File: src/rtl/id_ex_stage_pkg.sv
// Shared constants and types for the ID/EX pipeline register:
// forward-select codes, ALU opcodes and the E-stage control bundle.
package id_ex_stage_pkg;

    typedef enum logic [1:0] {
        FWD_REG = 2'b00,
        FWD_W   = 2'b01,
        FWD_M   = 2'b10
    } fwd_sel_e;

    localparam logic [2:0] ADD_OP = 3'b000;
    localparam logic [2:0] SUB_OP = 3'b001;
    localparam logic [2:0] MUL_OP = 3'b010;
    localparam logic [2:0] AND_OP = 3'b011;
    localparam logic [2:0] OR_OP  = 3'b100;

    typedef struct packed {
        logic [2:0] alu_control;
        logic       alu_src;
        logic       reg_write;
        logic       mem_to_reg;
        logic       mem_write;
        logic       valid;
    } ex_ctrl_t;

    localparam ex_ctrl_t BUBBLE = '{
        alu_control: ADD_OP,
        alu_src:     1'b0,
        reg_write:   1'b0,
        mem_to_reg:  1'b0,
        mem_write:   1'b0,
        valid:       1'b0
    };

endpackage

File: src/rtl/id_ex_stage_forward_unit.sv
// Forward-select for one E-stage source operand: newest producer (M, then W) wins;
// x0 and unused operands always read the registered regfile value.
module forward_unit
    import id_ex_stage_pkg::*;
#(
    parameter int REG_ADDR_W = 5
) (
    input  logic [REG_ADDR_W-1:0] rs_i,
    input  logic                  use_i,
    input  logic [REG_ADDR_W-1:0] rd_m_i,
    input  logic                  reg_write_m_i,
    input  logic [REG_ADDR_W-1:0] rd_w_i,
    input  logic                  reg_write_w_i,
    output fwd_sel_e              sel_o
);

    always_comb begin
        sel_o = FWD_REG;
        if (use_i) begin
            if (reg_write_m_i && (rd_m_i != '0) && (rd_m_i == rs_i)) begin
                sel_o = FWD_M;
            end else if (reg_write_w_i && (rd_w_i != '0) && (rd_w_i == rs_i)) begin
                sel_o = FWD_W;
            end
        end
    end

endmodule

File: src/rtl/id_ex_stage.sv
// ID/EX pipeline register with M/W operand forwarding and load-use stall/bubble
// insertion, feeding the execute-stage ALU.
module id_ex_stage
    import id_ex_stage_pkg::*;
#(
    parameter int WORD_SIZE  = 32,
    parameter int REG_ADDR_W = 5
) (
    input  logic                  clk,
    input  logic                  rst_n,
    input  logic                  stallE,
    input  logic                  flushE,
    input  logic [WORD_SIZE-1:0]  rd1D,
    input  logic [WORD_SIZE-1:0]  rd2D,
    input  logic [WORD_SIZE-1:0]  immD,
    input  logic [REG_ADDR_W-1:0] rs1D,
    input  logic [REG_ADDR_W-1:0] rs2D,
    input  logic [REG_ADDR_W-1:0] rdD,
    input  logic                  useRs1D,
    input  logic                  useRs2D,
    input  logic [2:0]            ALUControlD,
    input  logic                  ALUSrcD,
    input  logic                  RegWriteD,
    input  logic                  MemToRegD,
    input  logic                  MemWriteD,
    input  logic                  validD,
    input  logic [WORD_SIZE-1:0]  aluResultM,
    input  logic [REG_ADDR_W-1:0] rdM,
    input  logic                  RegWriteM,
    input  logic [WORD_SIZE-1:0]  resultW,
    input  logic [REG_ADDR_W-1:0] rdW,
    input  logic                  RegWriteW,
    output logic [WORD_SIZE-1:0]  srcAE,
    output logic [WORD_SIZE-1:0]  srcBE,
    output logic [2:0]            ALUControlE,
    output logic [WORD_SIZE-1:0]  writeDataE,
    output logic [REG_ADDR_W-1:0] rdE,
    output logic                  RegWriteE,
    output logic                  MemToRegE,
    output logic                  MemWriteE,
    output logic                  validE,
    output logic                  stallD,
    output logic [1:0]            forwardAE,
    output logic [1:0]            forwardBE
);

    ex_ctrl_t              ctrl_q, ctrl_d;
    logic [WORD_SIZE-1:0]  rd1_q, rd1_d, rd2_q, rd2_d, imm_q, imm_d;
    logic [REG_ADDR_W-1:0] rs1_q, rs1_d, rs2_q, rs2_d, rd_q, rd_d;
    logic                  use_rs1_q, use_rs1_d, use_rs2_q, use_rs2_d;

    logic                  load_use;
    fwd_sel_e              sel_a, sel_b;
    logic [WORD_SIZE-1:0]  fwd_a, fwd_b;

    assign load_use = ctrl_q.valid && ctrl_q.mem_to_reg && ctrl_q.reg_write &&
                      (rd_q != '0) && validD &&
                      ((useRs1D && (rs1D == rd_q)) || (useRs2D && (rs2D == rd_q)));
    assign stallD   = load_use || stallE;

    // An external E hold outranks both the redirect flush and the load-use bubble.
    always_comb begin
        ctrl_d    = ctrl_q;
        rd1_d     = rd1_q;
        rd2_d     = rd2_q;
        imm_d     = imm_q;
        rs1_d     = rs1_q;
        rs2_d     = rs2_q;
        rd_d      = rd_q;
        use_rs1_d = use_rs1_q;
        use_rs2_d = use_rs2_q;
        if (stallE) begin
            ctrl_d = ctrl_q;
        end else if (flushE || load_use) begin
            ctrl_d    = BUBBLE;
            rd1_d     = '0;
            rd2_d     = '0;
            imm_d     = '0;
            rs1_d     = '0;
            rs2_d     = '0;
            rd_d      = '0;
            use_rs1_d = 1'b0;
            use_rs2_d = 1'b0;
        end else begin
            ctrl_d = '{
                alu_control: ALUControlD,
                alu_src:     ALUSrcD,
                reg_write:   RegWriteD && validD,
                mem_to_reg:  MemToRegD && validD,
                mem_write:   MemWriteD && validD,
                valid:       validD
            };
            rd1_d     = rd1D;
            rd2_d     = rd2D;
            imm_d     = immD;
            rs1_d     = rs1D;
            rs2_d     = rs2D;
            rd_d      = rdD;
            use_rs1_d = useRs1D;
            use_rs2_d = useRs2D;
        end
    end

    always_ff @(posedge clk or negedge rst_n) begin
        if (!rst_n) begin
            ctrl_q    <= BUBBLE;
            rd1_q     <= '0;
            rd2_q     <= '0;
            imm_q     <= '0;
            rs1_q     <= '0;
            rs2_q     <= '0;
            rd_q      <= '0;
            use_rs1_q <= 1'b0;
            use_rs2_q <= 1'b0;
        end else begin
            ctrl_q    <= ctrl_d;
            rd1_q     <= rd1_d;
            rd2_q     <= rd2_d;
            imm_q     <= imm_d;
            rs1_q     <= rs1_d;
            rs2_q     <= rs2_d;
            rd_q      <= rd_d;
            use_rs1_q <= use_rs1_d;
            use_rs2_q <= use_rs2_d;
        end
    end

    forward_unit #(.REG_ADDR_W(REG_ADDR_W)) u_fwd_a (
        .rs_i          (rs1_q),
        .use_i         (use_rs1_q),
        .rd_m_i        (rdM),
        .reg_write_m_i (RegWriteM),
        .rd_w_i        (rdW),
        .reg_write_w_i (RegWriteW),
        .sel_o         (sel_a)
    );

    forward_unit #(.REG_ADDR_W(REG_ADDR_W)) u_fwd_b (
        .rs_i          (rs2_q),
        .use_i         (use_rs2_q),
        .rd_m_i        (rdM),
        .reg_write_m_i (RegWriteM),
        .rd_w_i        (rdW),
        .reg_write_w_i (RegWriteW),
        .sel_o         (sel_b)
    );

    always_comb begin
        fwd_a = rd1_q;
        fwd_b = rd2_q;
        case (sel_a)
            FWD_M:   fwd_a = aluResultM;
            FWD_W:   fwd_a = resultW;
            default: fwd_a = rd1_q;
        endcase
        case (sel_b)
            FWD_M:   fwd_b = aluResultM;
            FWD_W:   fwd_b = resultW;
            default: fwd_b = rd2_q;
        endcase
    end

    assign srcAE       = fwd_a;
    assign srcBE       = ctrl_q.alu_src ? imm_q : fwd_b;
    assign writeDataE  = fwd_b;
    assign forwardAE   = sel_a;
    assign forwardBE   = sel_b;
    assign ALUControlE = ctrl_q.alu_control;
    assign rdE         = rd_q;
    assign RegWriteE   = ctrl_q.reg_write;
    assign MemToRegE   = ctrl_q.mem_to_reg;
    assign MemWriteE   = ctrl_q.mem_write;
    assign validE      = ctrl_q.valid;

endmodule

File: config.mk
export PLATFORM = sky130hd
export DESIGN_NAME = id_ex_stage
export DESIGN_NICKNAME = d
export VERILOG_FILES = /design/src/rtl/id_ex_stage_pkg.sv /design/src/rtl/id_ex_stage_forward_unit.sv /design/src/rtl/id_ex_stage.sv
export SDC_FILE = /design/constraint.sdc
export NUM_CORES = 1
export LEC_CHECK = 0
export BUFFER_PORTS_ARGS = -buffer_cell sky130_fd_sc_hd__buf_2
export CAP_MARGIN = 20
export CELL_PAD_IN_SITES_DETAIL_PLACEMENT = 1
export CELL_PAD_IN_SITES_GLOBAL_PLACEMENT = 1
export CORE_MARGIN = 2
export CORE_UTILIZATION = 25
export DETAILED_ROUTE_END_ITERATION = 10
export HOLD_SLACK_MARGIN = 0.06
export PLACE_DENSITY = 0.62
export SETUP_SLACK_MARGIN = 0.2
export SYNTH_ARGS = -nofsm -noshare
export SYNTH_HDL_FRONTEND = slang
export SYNTH_SLANG_ARGS = --single-unit
File: constraint.sdc
create_clock -name clk -period 2.85 [get_ports clk]
set_input_delay 0.285 -clock clk [delete_from_list [all_inputs] [get_ports clk]]
set_output_delay 0.285 -clock clk [all_outputs]
set_load 0.01 [all_outputs]
# Word level (Yosys, flattened, before mapping)
# Cells that the tools add are included.
# classes
reduce_logical,22
n_addsub,0
shift,0
n_mux,18
n_eq_ne,10
order_cmp,0
bitwise,0
div_mod_pow,0
multipliers,0
# op_table
operator,count
$mux 32,4
$pmux 32 s2,2
$eq 5x5->1,6
$logic_and 1x1->1,16
$mux 5,3
$reduce_bool 5->1,3
$mux 2,4
$mux 8,1
$eq 2x1->1 const B,2
$eq 2x2->1 const B,2
$mux 1,4
$logic_or 1x1->1,3
# totals
out_inout_bits,113
rom_bits,0
latch_bits,0
regBits,121
n_memories,0
mem_bits_rw,0
in_bits,201
wordCells,64

# Logic depth before layout (Yosys ltp)
# Gate-level depths: netlist of run 1.
# depth
word_depth,9
mapped_depth,10
ltp_nobuf,8

# Hierarchy
# Synthesis of run 1 repeated with hierarchy kept, for this count alone.
# hier_totals
hier_cells,881
hier_area_um2,8134.1
# by_module_without_submodules
mod,cells_per_inst,area_each_um2,n_inst,seq_area_each_um2
id_ex_stage,839,7831.3,1,3027.9
forward_unit,21,151.4,2,0.0

# Worst setup path after synthesis of run 1
# OpenSTA, ideal clock, no wires.
# synth_path
path_kind,input port to output port
startpoint,input port rdM[0]
endpoint,output port srcBE[2]
cell_stages,9
path_buffers,1
arrival_ns,2.899
path_slack_ns,-0.334
required_ns,2.565
path_cell_list,or4_1 -> o21ai_1 -> nor4_1 -> nor4_1 -> ha_1 -> clkbuf_1 -> a22oi_1 -> o21ai_0 -> mux2_2
# synth_via
elab_chain_cells,8
elab_cells_between_ends,10
cone_classes,3 x eq/ne; 4 x mux; 3 x reduce/logical
# synth_lines
item,line,rtl
"start, declared",id_ex_stage.sv:28,"input logic [REG_ADDR_W-1:0] rdM,"
$reduce_bool 5->1,id_ex_stage_forward_unit.sv:20,if (reg_write_m_i && (rd_m_i != '0) && (rd_m_i == rs_i)) begin
$logic_and 1x1->1,id_ex_stage_forward_unit.sv:20,
$logic_and 1x1->1 (*),id_ex_stage_forward_unit.sv:20,
$mux 2 (*),id_ex_stage_forward_unit.sv:20,
$mux 2 (*),id_ex_stage_forward_unit.sv:19,if (use_i) begin
via forwardBE[0],id_ex_stage.sv:44,output logic [1:0] forwardBE
$eq 2x1->1 or $eq 2x2->1 (tied branches),id_ex_stage.sv:156,case (sel_b)
$pmux 32 s2 (*),id_ex_stage.sv:156,
via writeDataE[2],id_ex_stage.sv:36,"output logic [WORD_SIZE-1:0] writeDataE,"
$mux 32 (*),id_ex_stage.sv:164,assign srcBE = ctrl_q.alu_src ? imm_q : fwd_b;
"end, declared",id_ex_stage.sv:34,"output logic [WORD_SIZE-1:0] srcBE,"
# The timed path passes the listed nets; every way through them passes the cells marked *.

# Worst setup path in the final report of run 1
# layout_path
startpoint,input port rdM[3]
endpoint,output port srcBE[4]
# layout_via
elab_chain_cells,8
elab_cells_between_ends,10
cone_classes,3 x eq/ne; 4 x mux; 3 x reduce/logical
# layout_lines
item,line
$reduce_bool 5->1,id_ex_stage_forward_unit.sv:20
$logic_and 1x1->1,id_ex_stage_forward_unit.sv:20
$logic_and 1x1->1 (*),id_ex_stage_forward_unit.sv:20
$mux 2 (*),id_ex_stage_forward_unit.sv:20
$mux 2 (*),id_ex_stage_forward_unit.sv:19
$eq 2x1->1 or $eq 2x2->1 (tied branches),id_ex_stage.sv:156
$pmux 32 s2 (*),id_ex_stage.sv:156
$mux 32 (*),id_ex_stage.sv:164
# Every way passes the cells marked *; elsewhere a longest branch is shown, timed or not.

==> impl_metrics.py, run 1 <==
metrics = {
    "timing": {
        "timing_hold_violations_final": 0,
        "fmax_mhz": 308,
        "layout_setup_ws_ps": -393,
        "hold-worst-slack_ps": 122,
        "finalWorstPathRequiredPeriod_ps": 3240,
        "slew_headroom": 0.392,
        "tightestPinTransition_ps": 912,
        "slew_violations": 0,
        "worst_clock_skew_ps": 11.4,
        "rsz0062_at_grt": "yes",
        "setup_viol_count_final": 96,
        "tns_ps": -21240,
        "layout_worst_path_cycle_share": 1.14,
    },
    "floorplanning": {
        "die_area_mm2": 0.0338,
        "num_io_pins": 314,
        "rows": 65,
        "design.core.area_mm2": 0.0317,
        "die-height_um": 184,
        "initial_cell_density_of_the_core": 0.255,
        "die_w_um": 184,
    },
    "logic_synthesis": {
        "synthDistinctLibCells": 29,
        "yosysWarningCount": 0,
        "synth-seq-area-share": 0.374,
        "post_synth_main_area_contributors": "dfrtp_1 (37%), a22o_1 (11%), a21o_1 (9.3%), nor3b_1 (9.3%), a22oi_1 (5.9%)",
        "number_of_flip_flops_and_latches_in_the_synthesized_netlist": 121,
        "post_synth_instance_area_mm2": 0.00810,
        "netlist_instances": 875,
        "mean_area_per_synthesized_cell_um2": 9.25,
        "library_cell_occupying_the_most_area_in_the_post_synthesis_netlist": "dfrtp_1",
        "synth_nets": 1080,
        "post-synth-top-area-fraction": 0.374,
    },
    "pwr": {
        "power_mw": 6.55,
        "pwr_density_cell_mw_per_mm2": 498,
        "ir_drop_mv": 0.359,
        "leakagePower_nw": 6.17,
    },
    "route": {
        "drtIter0Drc": 428,
        "routedWlPerCell_um": 24.0,
        "drc": 0,
        "dr.pass1.iters": 4,
        "wl_mm": 40.0,
        "postRouteAntennaNets": 0,
        "vias": 8865,
        "vias_per_cell": 5.31,
    },
    "worst_setup_path": {
        "critical_path.endpoint_type": "output pin",
        "crit_path_max_incr_delay_ps": 540,
        "r2r_end": "rd1_q[10]",
        "cp_max_fanout": 10,
        "ff2ff_path_depth": 5,
        "series_of_cell_instances_along_the_critical_path": "buf_2 > or4_4 > o21ai_4 > nor4_2 > or4_4 > ha_4 > buf_12 > a22oi_2 > o21ai_2 > mux2_4 > buf_6",
        "r2r_slack_ps": 570,
        "setup.worst_path.start_class": "primary input",
        "setup.worst_path.class": "primary input to output pin",
        "crit_required_ps": 2570,
        "critical_path_arrival_ps": 2960,
        "critical-path-top-cell-by-count": "or4_4",
        "cp_slowest_cell": "or4_4",
        "worstReg2RegStart": "rdE[1]",
    },
    "job": {
        "drv.max_cap_violation_count": 0,
    },
    "global_routing": {
        "grt_max_degree": 77,
        "globalRouteOverflowTotal": 0,
        "grt_first_pass_wirelength_mm": 58.8,
        "gr-usage-all-layers": 0.232,
        "antenna_found_initial": 12,
        "grt_pass1_vias": 9266,
    },
    "clocking": {
        "cts_sinks": 121,
        "cts_buffers": 17,
        "clk_path_buf_depth": 2,
        "cts-root-buf": "clkbuf_16",
        "tritoncts": "done",
        "clock_tree.htree_level_count": 4,
        "clk_latency_ps": 430,
        "cts.reportedPaths.clkPinSlew_ps": 60,
    },
    "placed_design": {
        "total_half_perimeter_wirelength_after_legalization_and_detailed_placement_mm": 27.9,
        "placed_cells_incl_taps": 1579,
        "portBuffers": 313,
        "gpl.final_weighted_congestion": 0.962,
        "preCtsSetupSlack_ps": -429,
    },
    "run_status": {
        "run_status": "finished with violations",
        "failed_checks": "negative setup slack",
    },
    "hold_path": {
        "holdCritPathClass": "primary input to flop",
        "holdCritStartpoint": "RegWriteD",
        "hold-path-endpoint": "RegWriteE",
        "holdPathStages": 3,
    },
    "finish": {
        "final_net_count": 1448,
        "final_layout_size_suffix_gt1_frac": 0.535,
        "flow.area_growth_from_synthesis_pct": 62.3,
        "post_layout_nonfiller_instances": 1669,
    },
}
==> cell usage after synthesis <==
cell / n
nor2_1: 2
nor3b_1: 100
ha_1: 4
a21o_1: 100
dfrtp_1: 121
inv_1: 2
o22a_1: 1
nor3_1: 1
a21oi_1: 1
o21ai_0: 88
mux2_2: 32
xor2_1: 4
buf_4: 10
a32oi_1: 20
and2_1: 2
or4_1: 5
nand2_1: 90
and4_1: 1
nand3_1: 2
o21ai_2: 1
a22o_1: 100
o22ai_1: 1
nor4_1: 4
xnor2_1: 26
nand4_1: 4
clkbuf_1: 83
o21ai_1: 1
a22oi_1: 64
buf_2: 5
==> layer usage <==
layer / track usage / vias up / routed length, µm
li1: - / 4070 / -
met5: 0 / - / 0
met4: 0.0912 / 0 / 1100
met1: 0.320 / 4495 / 18300
met2: 0.366 / 251 / 19200
met3: 0.0349 / 49 / 1470
==> repair_timing <==
action / CTS / global route
setup buffers: 32 / 6
hold buffers: 1 / 0
hold endpoints to repair: 65 / 0
cloned: 5 / 3
pin swaps: 65 / 30
resized for setup: 211 / 51
endpoints found under the setup margin: 96 / 96
==> worst max path at each step <==
stage	startpoint	end	slack, ps	cells past startpoint
2_1_floorplan	rdM[0]	srcBE[13]	100	9
3_3_place_gp	rdM[0]	srcBE[7]	-400	10
3_5_place_dp	rdM[0]	srcBE[7]	-430	10
4_1_cts	rs2_q[4]	srcBE[2]	-350	10
5_1_grt	rs2_q[2]	srcBE[13]	-460	12
6_report	rdM[3]	srcBE[4]	-390	11
==> area by class of cell <==
type | instances | area, µm²
tap | 402 | 503
sequential | 121 | 3030
fill | 3572 | 18600
multi-input combinational | 654 | 5470
antenna | 12 | 30.0
timing repair buffer | 447 | 3430
clock inverter | 14 | 245
inverter | 2 | 7.51
clock buffer | 17 | 425
==> metrics by stage <==
| stage | utilization | area (µm²) |
|---|---|---|
| floorplan | - | 8350 |
| global placement | 0.342 | 10900 |
| detailed placement | 0.342 | 10900 |
| finish | 0.414 | 13100 |
| global route | 0.414 | 13100 |
| CTS | 0.403 | 12800 |
==> report_power, final <==
group	total, mW	internal, mW	switching [mW]
sequential	2.12	1.92	0.201
combinational	1.87	0.959	0.911
clock	2.55	1.65	0.905
total	6.55	4.53	2.02
==> kinds of logic after synthesis <==
group / share of synthesized area
xor gates and xnor gates: 0.0325
DFF: 0.374
AOI/OAI and AO/OA: 0.340
adders and majority gates: 0.00618
buffers and inverters: 0.0518
and+or+nand+nor: 0.151
muxes: 0.0445
==> worst max-delay path, delay by kind of cell <==
kind	cells	cell delay (ps)
AOI/OAI and AO/OA	3	620
adders and majority gates	1	220
buffers and inverters	3	390
muxes	1	290
and+or+nand+nor	3	1150
==> placed cells by master, fill, tap and decap left out, drive strengths merged, types with 5 or more instances in the layout <==
cell type  netlist  routed
a21o           100     100
a22o           100     100
a22oi           64      64
a32oi           20      20
buf             15     443
bufinv           0       6
clkbuf          83      20
clkinv           0       5
dfrtp          121     121
diode            0      12
mux2            32      32
nand2           90      90
nor3b          100     100
o21ai           90      90
or4              5       5
xnor2           26      26
==> registers in the layout, summed over array words and instances, names as in the netlist <==
name and flops:
rs2_q 5, rs1_q 5, validE 1, rd1_q 32
use_rs1_q 1, rdE 5, rd2_q 32, use_rs2_q 1
ALUControlE 3, MemToRegE 1, RegWriteE 1, ctrl_q 1
MemWriteE 1, imm_q 32
(Power assumes the default switching activity.)
==> inputs of run 2 (changes only) <==
PLACE_DENSITY = 0.59   (was 0.62)
clock period = 4.05 ns   (was 2.85 ns; I/O delays follow)
==> impl_metrics.py, run 2 (synthesis gave the netlist of run 1 again) <==
metrics = {
    "timing": {
        "slew_violations": 0,
        "finalWorstPathRequiredPeriod_ps": 3780,
        "hold-worst-slack_ps": 101,
        "rsz0062_at_grt": "no",
        "layout_setup_ws_ps": 268,
        "timing_hold_violations_final": 0,
        "fmax_mhz": 264,
        "tightestPinTransition_ps": 944,
        "setup_viol_count_final": 0,
        "layout_worst_path_cycle_share": 0.934,
        "slew_headroom": 0.371,
        "tns_ps": 0,
        "worst_clock_skew_ps": 15.5,
    },
    "floorplanning": {
        "die-height_um": 184,
        "die_w_um": 184,
        "rows": 65,
        "initial_cell_density_of_the_core": 0.255,
        "design.core.area_mm2": 0.0317,
        "die_area_mm2": 0.0338,
        "num_io_pins": 314,
    },
    "global_routing": {
        "antenna_found_initial": 5,
        "globalRouteOverflowTotal": 0,
        "grt_first_pass_wirelength_mm": 54.2,
        "grt_pass1_vias": 8376,
        "grt_max_degree": 105,
        "gr-usage-all-layers": 0.216,
    },
    "worst_setup_path": {
        "crit_required_ps": 3640,
        "setup.worst_path.start_class": "primary input",
        "crit_path_max_incr_delay_ps": 570,
        "cp_buf_inv_count": 3,
        "timing.critical_path.max_delay_family": "simple AND/OR/NAND/NOR gates",
        "setup.worst_path.class": "primary input to output pin",
        "critical_path.endpoint_type": "output pin",
        "critical_path_arrival_ps": 3380,
        "series_of_cell_instances_along_the_critical_path": "buf_2 > or4_1 > o21ai_1 > nor4_2 > or4_1 > ha_4 > buf_4 > a22oi_1 > o21ai_0 > mux2_2 > buf_2",
        "cp_max_fanout": 17,
        "cp_slowest_cell": "or4_1",
    },
    "route": {
        "postRouteAntennaNets": 0,
        "routed-wl-met3_mm": 2.14,
        "dr.pass1.iters": 5,
        "m1WireLength_mm": 17.4,
        "wl_met2_mm": 17.1,
        "uppermost_metal_layer_occupied_by_signal_nets": "met5",
        "drtIter0Drc": 535,
        "routedWlPerCell_um": 23.9,
        "wl_mm": 37.2,
        "vias_per_cell": 5.29,
        "drc": 0,
        "vias": 8227,
    },
    "finish": {
        "num-fill-cells": 3733,
        "mostFrequentLayoutCell": "buf_2",
        "layout.area.seq_mm2": 0.00303,
        "layout_common_cells": "buf_2 (310), dfrtp_1 (120), nor3b_1 (100), a22o_1 (100), a21o_1 (100)",
        "reg_top3": "imm_q x32, rd1_q x32, rd2_q x32",
        "post-route-cell-area_mm2": 0.0108,
        "final_layout_size_suffix_gt1_frac": 0.360,
        "post_layout_nonfiller_instances": 1555,
        "final_net_count": 1342,
        "utilization": 0.339,
        "flow.area_growth_from_synthesis_pct": 32.8,
        "area_of_the_multi_input_gates_mm2": 0.00472,
    },
    "pwr": {
        "power_mw": 4.20,
        "pwr_density_cell_mw_per_mm2": 391,
        "leakagePower_nw": 5.22,
        "ir_drop_mv": 0.222,
    },
    "clocking": {
        "cts_buffers": 17,
        "cts.reportedPaths.clkPinSlew_ps": 60,
        "clk_latency_ps": 420,
        "cts_sinks": 121,
        "clk_path_buf_depth": 2,
        "clock_tree.htree_level_count": 4,
        "cts-root-buf": "clkbuf_16",
        "cts-hold-fix-buffers": 0,
        "tritoncts": "done",
    },
    "placed_design": {
        "total_half_perimeter_wirelength_after_legalization_and_detailed_placement_mm": 26.9,
        "preCtsSetupSlack_ps": 173,
        "placed_cells_incl_taps": 1520,
        "post_placement_cell_area_mm2": 0.0101,
        "portBuffers": 313,
        "gpl.final_weighted_congestion": 0.802,
    },
    "run_status": {
        "run_status": "completed",
    },
    "job": {
        "drv.max_cap_violation_count": 0,
    },
    "hold_path": {
        "holdCritPathClass": "primary input to async pin",
    },
}
run 2: changes by cell type in the layout (fill, tap and decap cells not counted), sizes merged:
cell	previous run	this run
bufinv	6	4
inv	4	3
buf	443	341
dlygate4sd3	1	0
clkbuf	20	21
diode	12	3
run 2: layer usage:
layer / GRT usage / vias to the layer above
met4: 0.0490 / 2
li1: - / 3825
met1: 0.298 / 4117
met2: 0.341 / 253
met5: 0 / -
met3: 0.0533 / 30
run 2: cell type report:
cell class / instances / share of cell area
multi-input cells: 654 / 0.439
diodes: 3 / 0.000698
clock inverters: 11 / 0.0157
inverters: 2 / 0.000698
flip-flops and latches: 121 / 0.282
clock buffers: 21 / 0.0428
well taps: 402 / 0.0468
repair buffers: 341 / 0.172
run 2: worst paths after layout:
path | end | cells after the start | slack, ps | startpoint
worst max-delay path | srcBE[5] | 11 | 270 | rdM[0]
worst min register to register | MemWriteE | 2 | 510 | MemWriteE
worst min-delay path | rs2_q[0] | 1 | 100 | rst_n
max in group asynchronous | rd2_q[29] | 2 | 3070 | rst_n
worst max register to register | imm_q[19] | 5 | 1600 | rdE[0]
min in group clk | rdE[4] | 3 | 240 | rdD[4]
run 2: repair_timing:
item                                    4_1_cts  5_1_grt
setup buffers                                 0        0
endpoints found under the setup margin        2       65
resized for setup                             2        7
run 2: power by group:
part	leakage, nW	total [mW]	internal (mW)	switching [mW]
Sequential	1.49	1.48	1.35	0.124
Combinational	3.42	1.05	0.500	0.550
Clock	0.307	1.68	1.07	0.613
Total	5.22	4.20	2.92	1.29
run 2: worst register-to-register path, delay by kind of cell, from the launching register on:
| kind | cells | cell delay (ps) |
|---|---|---|
| compound gates | 2 | 950 |
| xor+xnor | 1 | 180 |
| buf+inv | 1 | 620 |
| flops | 1 | 490 |
| simple gates | 1 | 140 |
==> inputs of run 3 (changes only) <==
CORE_UTILIZATION = 30   (was 25)
PLACE_DENSITY = 0.69   (was 0.59)
SLEW_MARGIN = 20   (was not set)
==> impl_metrics.py, run 3 (synthesis gave the netlist of run 1 again) <==
metrics = {
    "run_status": {
        "run_status": "completed",
    },
    "worst_setup_path": {
        "cp_buf_inv_count": 2,
        "critical_path_arrival_ps": 3330,
        "crit_path_max_incr_delay_ps": 580,
        "critical_path.endpoint_type": "output pin",
        "cp_max_fanout": 32,
        "cp_slowest_cell": "or4_1",
        "crit_required_ps": 3640,
        "series_of_cell_instances_along_the_critical_path": "buf_2 > or4_1 > o21ai_1 > nor4_2 > or4_1 > ha_4 > a22oi_1 > o21ai_1 > mux2_2 > buf_2",
        "timing.critical_path.max_delay_family": "simple AND/OR/NAND/NOR gates",
        "setup.worst_path.class": "primary input to output pin",
        "setup.worst_path.start_class": "primary input",
    },
    "finish": {
        "flow.area_growth_from_synthesis_pct": 31.0,
        "area_of_the_multi_input_gates_mm2": 0.00474,
        "layout_common_cells": "buf_2 (310), dfrtp_1 (120), nor3b_1 (100), a22o_1 (100), a21o_1 (100)",
        "num-fill-cells": 3188,
        "final_net_count": 1336,
        "mostFrequentLayoutCell": "buf_2",
        "final_layout_size_suffix_gt1_frac": 0.358,
        "layout.area.seq_mm2": 0.00303,
        "reg_top3": "imm_q x32, rd1_q x32, rd2_q x32",
        "utilization": 0.397,
    },
    "clocking": {
        "clk_latency_ps": 420,
        "tritoncts": "done",
        "clk_path_buf_depth": 2,
        "cts-root-buf": "clkbuf_16",
        "cts_sinks": 121,
        "cts.reportedPaths.clkPinSlew_ps": 70,
        "cts_buffers": 17,
        "clock_tree.htree_level_count": 4,
    },
    "timing": {
        "layout_worst_path_cycle_share": 0.923,
        "setup_viol_count_final": 0,
        "fmax_mhz": 268,
        "slew_headroom": 0.410,
        "slew_violations": 0,
        "tightestPinTransition_ps": 884,
        "rsz0062_at_grt": "yes",
        "tns_ps": 0,
        "finalWorstPathRequiredPeriod_ps": 3740,
        "worst_clock_skew_ps": 13.3,
        "timing_hold_violations_final": 0,
    },
    "floorplanning": {
        "die-height_um": 168,
        "rows": 60,
        "design.core.area_mm2": 0.0267,
        "num_io_pins": 314,
        "die_area_mm2": 0.0283,
        "die_w_um": 168,
        "initial_cell_density_of_the_core": 0.303,
    },
    "pwr": {
        "pwr_density_cell_mw_per_mm2": 380,
        "net-switching-power_mw": 1.31,
        "clockPowerShare": 0.374,
        "ir_drop_mv": 0.270,
        "power_mw": 4.02,
        "share_seq_of_total_power": 0.367,
        "switching_power_share_of_the_total": 0.325,
        "cellInternalPower_mw": 2.72,
        "pwr-share-comb": 0.259,
        "leakagePower_nw": 5.14,
    },
    "placed_design": {
        "gpl.final_weighted_congestion": 0.887,
        "portBuffers": 313,
        "total_half_perimeter_wirelength_after_legalization_and_detailed_placement_mm": 25.7,
    },
    "job": {
        "drv.max_cap_violation_count": 0,
    },
    "route": {
        "drc": 0,
        "dr.pass1.iters": 4,
        "wl_mm": 35.9,
        "vias": 8376,
        "drtIter0Drc": 527,
        "routedWlPerCell_um": 24.0,
        "vias_per_cell": 5.60,
        "postRouteAntennaNets": 0,
    },
    "global_routing": {
        "antenna_found_initial": 9,
        "globalRouteOverflowTotal": 0,
        "met2_global_route_usage": 0.388,
        "gr-usage-all-layers": 0.251,
        "grt_max_degree": 78,
        "grt_use_met1": 0.338,
        "grt_use_met3": 0.0684,
        "grt_first_pass_wirelength_mm": 54.3,
        "grt_pass1_vias": 8612,
        "busiest_layer": "met2",
    },
    "hold_path": {
        "holdCritPathClass": "primary input to flop",
    },
}
[run 3: repair_timing]
item | CTS | global route
setup buffers | 0 | 0
resized for setup | 5 | 8
hold endpoints to repair | 6 | 0
pin swaps | 0 | 0
hold buffers | 1 | 0
endpoints found under the setup margin | 40 | 18
[run 3: worst min-delay path, stage by stage]
cell	delay (ps)
buf_2	110
nand2_1	50
o21ai_0	60
[run 3: layer usage]
layer  vias up  part of all wire
li1       3842                 -
met1      4193              0.46
met2       299              0.45
met3        42             0.069
met4         0             0.026
met5         -                 0
[run 3: power groups by stage]
stage                     logic [mW]  clock network [mW]  registers (mW)
after floorplan                0.616                   0            1.45
after global placement          1.02                   0            1.49
after detailed placement        1.04                   0            1.49
after CTS                       1.05                1.54            1.47
after global routing            1.14                1.58            1.49
final                           1.04                1.51            1.48
[run 3: worst paths after layout]
kind                            from        end  slack, ps  depth (start not counted)
setup / recovery              rdM[0]   srcBE[8]        310                         10
hold / removal                rdD[4]     rdE[4]        240                          3
setup reg to reg              rdE[1]  imm_q[15]       1570                          5
hold reg to reg            imm_q[31]  imm_q[31]        490                          2
max in group asynchronous      rst_n  rd2_q[31]       2480                          3
min in group asynchronous      rst_n   rs1_q[4]        580                          2
[run 3: final cells by class]
class,instances,area share
Inverter,2,0.000708
Timing Repair Buffer,335,0.171
Sequential cell,121,0.286
Antenna cell,10,0.00236
Clock inverter,13,0.0114
Tap cell,341,0.0402
Clock buffer,19,0.0418
Multi-Input combinational cell,654,0.447
[run 3: through the flow]
step           hold slack [ps]  setup WS, ps  cells  instance area (µm²)
2_1_floorplan              109           626    875                 8100
5_1_grt                    250           186   1493                10600
3_3_place_gp               474          84.9   1452                 9940
6_report                   242           312   1495                10600
3_5_place_dp               478          70.3   1452                 9940
4_1_cts                    230           245   1485                10600
